`src/rtl/fb_write_scheduler.sv`:
```
// rtl/fb_write_scheduler.sv - frame-buffer write scheduler for full-screen clear and brush stamps (option: FB_SCHED_CLEAR_PREEMPT_EN)
module fb_write_scheduler #(
    parameter int W_RES = 640,
    parameter int H_RES = 480,
    parameter int SIZE  = 8,
    parameter int CW    = 11
) (
    input  logic          clock,
    input  logic          reset,
    input  logic          clear_req,
    input  logic          brush_req,
    input  logic [CW-1:0] brush_x,
    input  logic [CW-1:0] brush_y,
    input  logic [7:0]    brush_r,
    input  logic [7:0]    brush_g,
    input  logic [7:0]    brush_b,
    input  logic          wr_ready,
    output logic          wr_en,
    output logic [CW-1:0] wr_x,
    output logic [CW-1:0] wr_y,
    output logic [7:0]    wr_r,
    output logic [7:0]    wr_g,
    output logic [7:0]    wr_b,
    output logic          busy,
    output logic          clear_done,
    output logic          brush_done
);

    typedef enum logic [1:0] {S_IDLE, S_CLEAR, S_BRUSH, S_DONE} state_t;

    localparam logic [CW:0] W_LAST = (CW+1)'(W_RES - 1);
    localparam logic [CW:0] H_LAST = (CW+1)'(H_RES - 1);
    localparam logic [CW:0] SZ_M1  = (CW+1)'(SIZE - 1);

    state_t state, state_d;

    logic          clr_pend, br_pend;
    logic          clipped_q;
    logic          more;
    logic [CW-1:0] cx, cy, x0, x_end, y_end;
    logic [7:0]    col_r, col_g, col_b;

    // Stamp extents are evaluated one bit wider so bx+SIZE never wraps.
    logic [CW:0]   bx_ext, by_ext, bx_sum, by_sum, bx_lim, by_lim;
    logic          brush_clip;

    assign bx_ext     = {1'b0, brush_x};
    assign by_ext     = {1'b0, brush_y};
    assign bx_sum     = bx_ext + SZ_M1;
    assign by_sum     = by_ext + SZ_M1;
    assign bx_lim     = (bx_sum > W_LAST) ? W_LAST : bx_sum;
    assign by_lim     = (by_sum > H_LAST) ? H_LAST : by_sum;
    assign brush_clip = (bx_ext > W_LAST) || (by_ext > H_LAST);

    logic accepted, slot_free, last_acc, abort;

    assign accepted  = wr_en && wr_ready;
    assign slot_free = !wr_en || wr_ready;
    assign last_acc  = accepted && !more;

`ifdef FB_SCHED_CLEAR_PREEMPT_EN
    // A pending clear cuts a stamp short, but only on a beat boundary.
    assign abort = (state == S_BRUSH) && clr_pend && slot_free && !last_acc;
`else
    assign abort = 1'b0;
`endif

    always_ff @(posedge clock) begin
        if (reset) state <= S_IDLE;
        else       state <= state_d;
    end

    always_comb begin
        state_d = state;
        case (state)
            S_IDLE: begin
                if (clr_pend)     state_d = S_CLEAR;
                else if (br_pend) state_d = S_BRUSH;
            end
            S_CLEAR: begin
                if (last_acc) state_d = S_DONE;
            end
            S_BRUSH: begin
                if (clipped_q || last_acc) state_d = S_DONE;
                else if (abort)            state_d = S_CLEAR;
            end
            S_DONE:  state_d = S_IDLE;
            default: state_d = S_IDLE;
        endcase
    end

    logic grant_clr, grant_br, issue, clear_done_d, brush_done_d, busy_d;

    always_comb begin
        grant_clr    = (state != S_CLEAR) && (state_d == S_CLEAR);
        grant_br     = (state == S_IDLE) && (state_d == S_BRUSH);
        issue        = ((state == S_CLEAR) || (state == S_BRUSH)) && (state_d == state)
                       && slot_free && more;
        clear_done_d = (state == S_CLEAR) && (state_d == S_DONE);
        brush_done_d = (state == S_BRUSH) && (state_d == S_DONE);
        busy_d       = (state_d != S_IDLE);
    end

    always_ff @(posedge clock) begin
        if (reset) begin
            clr_pend   <= 1'b0;
            br_pend    <= 1'b0;
            clipped_q  <= 1'b0;
            more       <= 1'b0;
            cx         <= '0;
            cy         <= '0;
            x0         <= '0;
            x_end      <= '0;
            y_end      <= '0;
            col_r      <= '0;
            col_g      <= '0;
            col_b      <= '0;
            wr_en      <= 1'b0;
            wr_x       <= '0;
            wr_y       <= '0;
            wr_r       <= '0;
            wr_g       <= '0;
            wr_b       <= '0;
            busy       <= 1'b0;
            clear_done <= 1'b0;
            brush_done <= 1'b0;
        end else begin
            busy       <= busy_d;
            clear_done <= clear_done_d;
            brush_done <= brush_done_d;

            if (grant_clr)                             clr_pend <= 1'b0;
            else if (clear_req && (state != S_CLEAR))  clr_pend <= 1'b1;

            if (grant_br)       br_pend <= 1'b0;
            else if (brush_req) br_pend <= 1'b1;

            if (grant_clr) begin
                x0        <= '0;
                x_end     <= W_LAST[CW-1:0];
                y_end     <= H_LAST[CW-1:0];
                cx        <= '0;
                cy        <= '0;
                more      <= 1'b1;
                clipped_q <= 1'b0;
                col_r     <= '0;
                col_g     <= '0;
                col_b     <= '0;
            end else if (grant_br) begin
                x0        <= brush_x;
                x_end     <= bx_lim[CW-1:0];
                y_end     <= by_lim[CW-1:0];
                cx        <= brush_x;
                cy        <= brush_y;
                more      <= !brush_clip;
                clipped_q <= brush_clip;
                col_r     <= brush_r;
                col_g     <= brush_g;
                col_b     <= brush_b;
            end else if (issue) begin
                if (cx == x_end) begin
                    if (cy == y_end) begin
                        more <= 1'b0;
                    end else begin
                        cx <= x0;
                        cy <= cy + 1'b1;
                    end
                end else begin
                    cx <= cx + 1'b1;
                end
            end

            if (issue) begin
                wr_en <= 1'b1;
                wr_x  <= cx;
                wr_y  <= cy;
                wr_r  <= col_r;
                wr_g  <= col_g;
                wr_b  <= col_b;
            end else if (slot_free) begin
                wr_en <= 1'b0;
            end
        end
    end

endmodule
```
`config.mk`:
```
export PLATFORM = sky130hd
export DESIGN_NAME = fb_write_scheduler
export DESIGN_NICKNAME = d
export VERILOG_FILES = /design/src/rtl/fb_write_scheduler.sv
export SDC_FILE = /design/constraint.sdc
export NUM_CORES = 1
export LEC_CHECK = 0
export CORE_ASPECT_RATIO = 1.2
export CORE_MARGIN = 1.5
export CORE_UTILIZATION = 49
export DETAILED_ROUTE_END_ITERATION = 10
export PLACE_DENSITY = 0.74
export SLEW_MARGIN = 5
export SYNTH_ARGS = -nofsm -noshare
export SYNTH_HDL_FRONTEND = slang
export SYNTH_SLANG_ARGS = --single-unit
```
`constraint.sdc`:
```
create_clock -name clock -period 7.8 [get_ports clock]
set_input_delay 1.56 -clock clock [delete_from_list [all_inputs] [get_ports clock]]
set_output_delay 1.56 -clock clock [all_outputs]
set_load 0.01 [all_outputs]
```
## Word level (Yosys, flattened, before mapping)

Cells that the tools add are included.

| operators by class | value |
|---|---|
| $add $sub $neg | 4 |
| magnitude comparators | 4 |
| eq/ne operators | 12 |
| mux-type cells | 26 |
| reductions and logical operators | 31 |

Operators with widths:

| operator | count |
|---|---|
| $mux W11 | 10 |
| $add A11 B3 Y12 const B | 2 |
| $add A11 B1 Y11 const B | 2 |
| $eq A11 B11 Y1 | 2 |
| $mux W10 | 2 |
| $mux W9 | 2 |
| $gt A12 B10 Y1 const B | 1 |
| $gt A12 B9 Y1 const B | 1 |
| $gt A11 B10 Y1 const B | 1 |
| $gt A11 B9 Y1 const B | 1 |
| $logic_and A1 B1 Y1 | 10 |
| $reduce_bool A2 Y1 | 5 |
| $reduce_bool A3 Y1 | 3 |
| $eq A2 B2 Y1 const B | 4 |
| $mux W2 | 4 |
| $pmux W2 S4 | 1 |
| $mux W1 | 7 |
| $reduce_and A3 Y1 | 2 |
| $eq A2 B1 Y1 const B | 2 |
| $logic_or A1 B1 Y1 | 4 |
| $reduce_or A2 Y1 | 2 |
| $logic_not A1 Y1 | 3 |
| $ne A3 B3 Y1 const B | 1 |
| $eq A2 B2 Y1 | 1 |
| 4 further kinds | 4 |

| storage, ports and cells | value |
|---|---|
| register bits | 135 |
| output and inout bits | 50 |
| word-level logic and storage cells | 101 |

## Logic depth before layout (Yosys ltp)

| depth | value |
|---|---|
| word-level depth | 12 |
| mapped depth | 11 |
| depth with buffers taken out | 8 |

## Worst setup path after synthesis

OpenSTA, ideal clock, no wires.

| timing | value |
|---|---|
| path type | input port to flip-flop |
| start point | in wr_ready |
| end point | reg cy[10] |
| setup time | 0.091 ns |
| data arrival time | 3.249 ns |
| required time | 7.709 ns |
| slack | 4.461 ns |
| cell stages on the path | 6 |
| buffers on the path | 0 |
| cells stage by stage | and3b_1 -> a211oi_1 -> nand4_1 -> or3_1 -> or4_1 -> a311oi_1 |

| on the way | value |
|---|---|
| longest elaborated chain between the ends | 11 |

RTL lines:

| what | line | source |
|---|---|---|
| from (decl) | 17 | `input logic wr_ready,` |
| $logic_and A1 B1 Y1 | 57 | `assign accepted = wr_en && wr_ready;` |
| $logic_and A1 B1 Y1 | 59 | `assign last_acc = accepted && !more;` |
| $logic_or A1 B1 Y1 | 84 | `if (clipped_q \|\| last_acc) state_d = S_DONE;` |
| $mux W2 | 84 |  |
| $pmux W2 S4 | 75 | `case (state)` |
| $eq A2 B2 Y1 | 97 | `issue = ((state == S_CLEAR) \|\| (state == S_BRUSH)) && (state_d == state)` |
| $logic_and A1 B1 Y1 | 97 |  |
| $logic_and A1 B1 Y1 (2 in series) | 98 | `&& slot_free && more;` |
| $reduce_bool A2 Y1 (no line) | -- |  |
| $reduce_and A3 Y1 (no line) | -- |  |
| to (signal assigned) | 154 | `cy <= brush_y;` |
| to (signal assigned) | 166 | `cy <= cy + 1'b1;` |
| to (decl) | 40 | `logic [CW-1:0] cx, cy, x0, x_end, y_end;` |

Several ways; a longest one is shown, not always the timed one.
A chain may end at the register's enable or synchronous reset.

## Worst setup path in the final report

| timing | value |
|---|---|
| start point | in wr_ready |
| end point | reg cx[8] |

| on the way | value |
|---|---|
| longest elaborated chain between the ends | 11 |

RTL lines:

| what | line | source |
|---|---|---|
| $logic_and A1 B1 Y1 | 57 |  |
| $logic_and A1 B1 Y1 | 59 |  |
| $logic_or A1 B1 Y1 | 84 |  |
| $mux W2 | 84 |  |
| $pmux W2 S4 | 75 |  |
| $eq A2 B2 Y1 | 97 |  |
| $logic_and A1 B1 Y1 | 97 |  |
| $logic_and A1 B1 Y1 (2 in series) | 98 |  |
| $reduce_bool A2 Y1 (no line) | -- |  |
| $reduce_and A2 Y1 (no line) | -- |  |
| to (signal assigned) | 153 | `cx <= brush_x;` |
| to (signal assigned) | 169 | `cx <= cx + 1'b1;` |
| to (decl) | 40 |  |

Several ways; a longest one is shown, not always the timed one.

==> flow_summary.yaml <==
status:
  status: "complete, no violations"
drt:
  drt_iter0_drc: 353
  top_layer: "met4"
  drtPass1Iterations: 5
  met1Wirelength_mm: 6.63
  num_vias: 5418
  vias_per_cell: 5.64
  drc: 0
  avgRoutedWirePerCell_um: 16.8
  dr_wl_met2_mm: 8.39
  wl_met3_um: 789
  finalWirelength_mm: 16.2
  drtAntennaViolNets: 0
clock_tree:
  clk_latency_ns: 0.42
  clkSinkCount: 135
  postCtsHoldBufs: 0
  clock-root-buffer: "clkbuf_16"
  cts_made_buffers: 17
  cts_tree: "done"
  ctsResizeCount: 0
  clk_pin_slew_ns: 0.06
  max-clock-path-buffers: 2
  cts_setup_buffers: 0
  htree_num_levels: 4
floorplanning:
  design.die.area_um2: 13300
  core_um2: 12200
  die_y_um: 126
  initial_core_util_pct: 50.6
  rows: 44
  num_io_pins: 101
  fp.dieW_um: 105
logic_synthesis:
  postSynthCellCount: 713
  yosys_warnings: 0
  synth_area_um2: 6160
  async_flop_share_pct: 0
  synth_top_area_cell: "dfxtp_1"
  synthTopCellsByArea: "dfxtp_1 (44%), mux2i_1 (8.5%), nand2_1 (5.9%), nor2_1 (5.9%), xor2_1 (4.8%)"
  synth_cell_types: 51
  synth.top_cell.area_share_pct: 43.9
  synth-seq-cells: 135
  yosysSeqAreaShare_pct: 43.9
  synth_edf_count: 0
  syn_avg_cell_area_um2: 8.64
  synth.net_count: 774
  ys.flop_type: "dfxtp_1"
worst_setup_path:
  crit_type: "in2reg"
  path_max_fanout: 32
  startpoint_type: "input pin"
  cp.arrival_ns: 4.57
  required_ns: 8.16
  r2r_setup_slack_ns: 4.00
  end_kind: "register"
power_and_ir_drop:
  p_int_uw: 1700
  clockPowerShare_pct: 32.8
  vdd_drop_max_v: 0.000194
  p_sw_share_pct: 35.5
  power.density_nw_per_um2: 336
  seqPwrFrac_pct: 36.4
  p_leak_uw: 0.00302
  power.share.combinational_pct: 30.8
  switching_power_uw: 937
timing:
  setup_viol: 0
  slew_viol_final: 0
  rsz0062_at_grt: "false"
  fin_crit_sh_pct: 54.1
  hold-worst-slack_ns: 0.457
  max_slew.worst_pin.slew_ns: 1.12
  finalHoldViolations: 0
  finalClockSkew_ns: 0.00577
  setup_tns_ns: 0
  maxSlewHeadroom_pct: 25.0
  fin_crit_ns: 4.22
  max_clock_freq_mhz: 237
final_layout:
  n_antenna_cell: 0
  area_delta_synth_final_pct: 27.5
  layout-drive-gt1-share_pct: 6.13
  nets: 847
  final_common_cell: "dfxtp_1"
  fill_cells: 1017
  final_cell_mix: "dfxtp_1 (135), clkdlybuf4s50_1 (99), nand2_1 (97), nor2_1 (97), mux2i_1 (52)"
  final_cells: 960
global_routing:
  grt_pass1_wl_mm: 26.6
  grt_antenna_before_repair: 0
  grt_usage_pct: 25.2
  grt_pass1_vias: 5470
  grt_max_degree: 71
  overflow: 0
placement:
  place_inst: 928
  hpwl_mm: 10.7
  gp_congestion: 0.893
  port_buffers: 100
hold_path:
  hp-class: "reg2reg"
flow_run:
  drv_cap: 0
-- sequential cells by signal, indices dropped and copies added (netlist names), 11 cells and up --
| signal | count |
|---|---|
| wr_x | 11 |
| x0 | 11 |
| cx | 11 |
| x_end | 11 |
| cy | 11 |
| wr_y | 11 |
| y_end | 11 |
-- area by class of cell --
type	count	area [um^2]	area share, %
sequential	135	2700	34.4
clock buffer	21	480	6.12
tap	161	201	2.57
timing repair buffer	106	1040	13.3
multi-input combinational	518	3230	41.1
clock inverter	11	169	2.15
inverter	8	30.0	0.382
-- critical path, cell delays in order --
cell	delay [ns]
clkdlybuf4s50_1	0.43
and3b_1	0.25
a211oi_1	0.30
and4_2	0.94
o211ai_1	0.56
a211oi_1	0.36
a221o_1	0.17
-- cell usage after synthesis, drive strengths merged (3+ instances only) --
library cell / count
inv: 8
xor2: 34
nand4: 10
or2: 4
ha: 10
and3: 6
nand2b: 9
and3b: 3
nor3: 11
nor2b: 4
o21ai: 18
o211ai: 3
nor2: 97
nor4b: 3
nand2: 97
and2: 5
a221o: 9
a311oi: 3
mux2i: 52
buf: 10
clkbuf: 42
nand3: 11
dfxtp: 135
a211oi: 25
xnor2: 18
a31oi: 3
nor3b: 3
or3: 3
a21oi: 43
nor4: 11
-- through the flow --
step	util (%)	instance area [um^2]	total power, uW	setup WS, ns
2_1_floorplan	-	6160	1530	4.46
3_3_place_gp	59.2	7200	1740	3.37
3_5_place_dp	59.2	7200	1770	3.19
4_1_cts	64.5	7850	2640	3.62
5_1_grt	64.5	7850	2770	3.40
6_report	64.5	7850	2640	3.58
-- worst paths after layout --
| check | cells past startpoint | to | startpoint |
|---|---|---|---|
| max | 7 | cx[8]$_SDFFE_PP0P_ | wr_ready |
| min | 2 | col_b[3]$_SDFFE_PP0P_ | col_b[3]$_SDFFE_PP0P_ |
| max reg2reg | 8 | cx[8]$_SDFFE_PP0P_ | state[1]$_SDFF_PP0_ |
| min reg2reg | 2 | col_b[3]$_SDFFE_PP0P_ | col_b[3]$_SDFFE_PP0P_ |
-- cell families (layout without fill, tap and decap cells) --
family | after synthesis | count (layout) | share of synthesized area, %
AND/OR/NAND/NOR | 281 | 281 | 20.7
flip-flops | 135 | 135 | 43.9
AO/OA/AOI/OAI | 122 | 122 | 13.5
buffers and inverters | 60 | 146 | 3.90
multiplexers | 53 | 53 | 8.64
XOR/XNOR | 52 | 52 | 7.40
adder cells (fa/ha/maj) | 10 | 10 | 2.03
-- routing by layer --
metal  GRT usage, %  vias up
met5              0        -
li1               -     2611
met3           4.61       32
met1           28.8     2594
met2           45.4      181
met4           11.3        0
-- power by group through the flow --
stage | Sequential [uW] | Combinational, uW | Clock (uW)
finish | 962 | 812 | 865
global route | 977 | 894 | 901
CTS | 958 | 807 | 873
detailed placement | 969 | 797 | 0
global placement | 964 | 773 | 0
floorplan | 918 | 615 | 0
(Power assumes the default switching activity.)
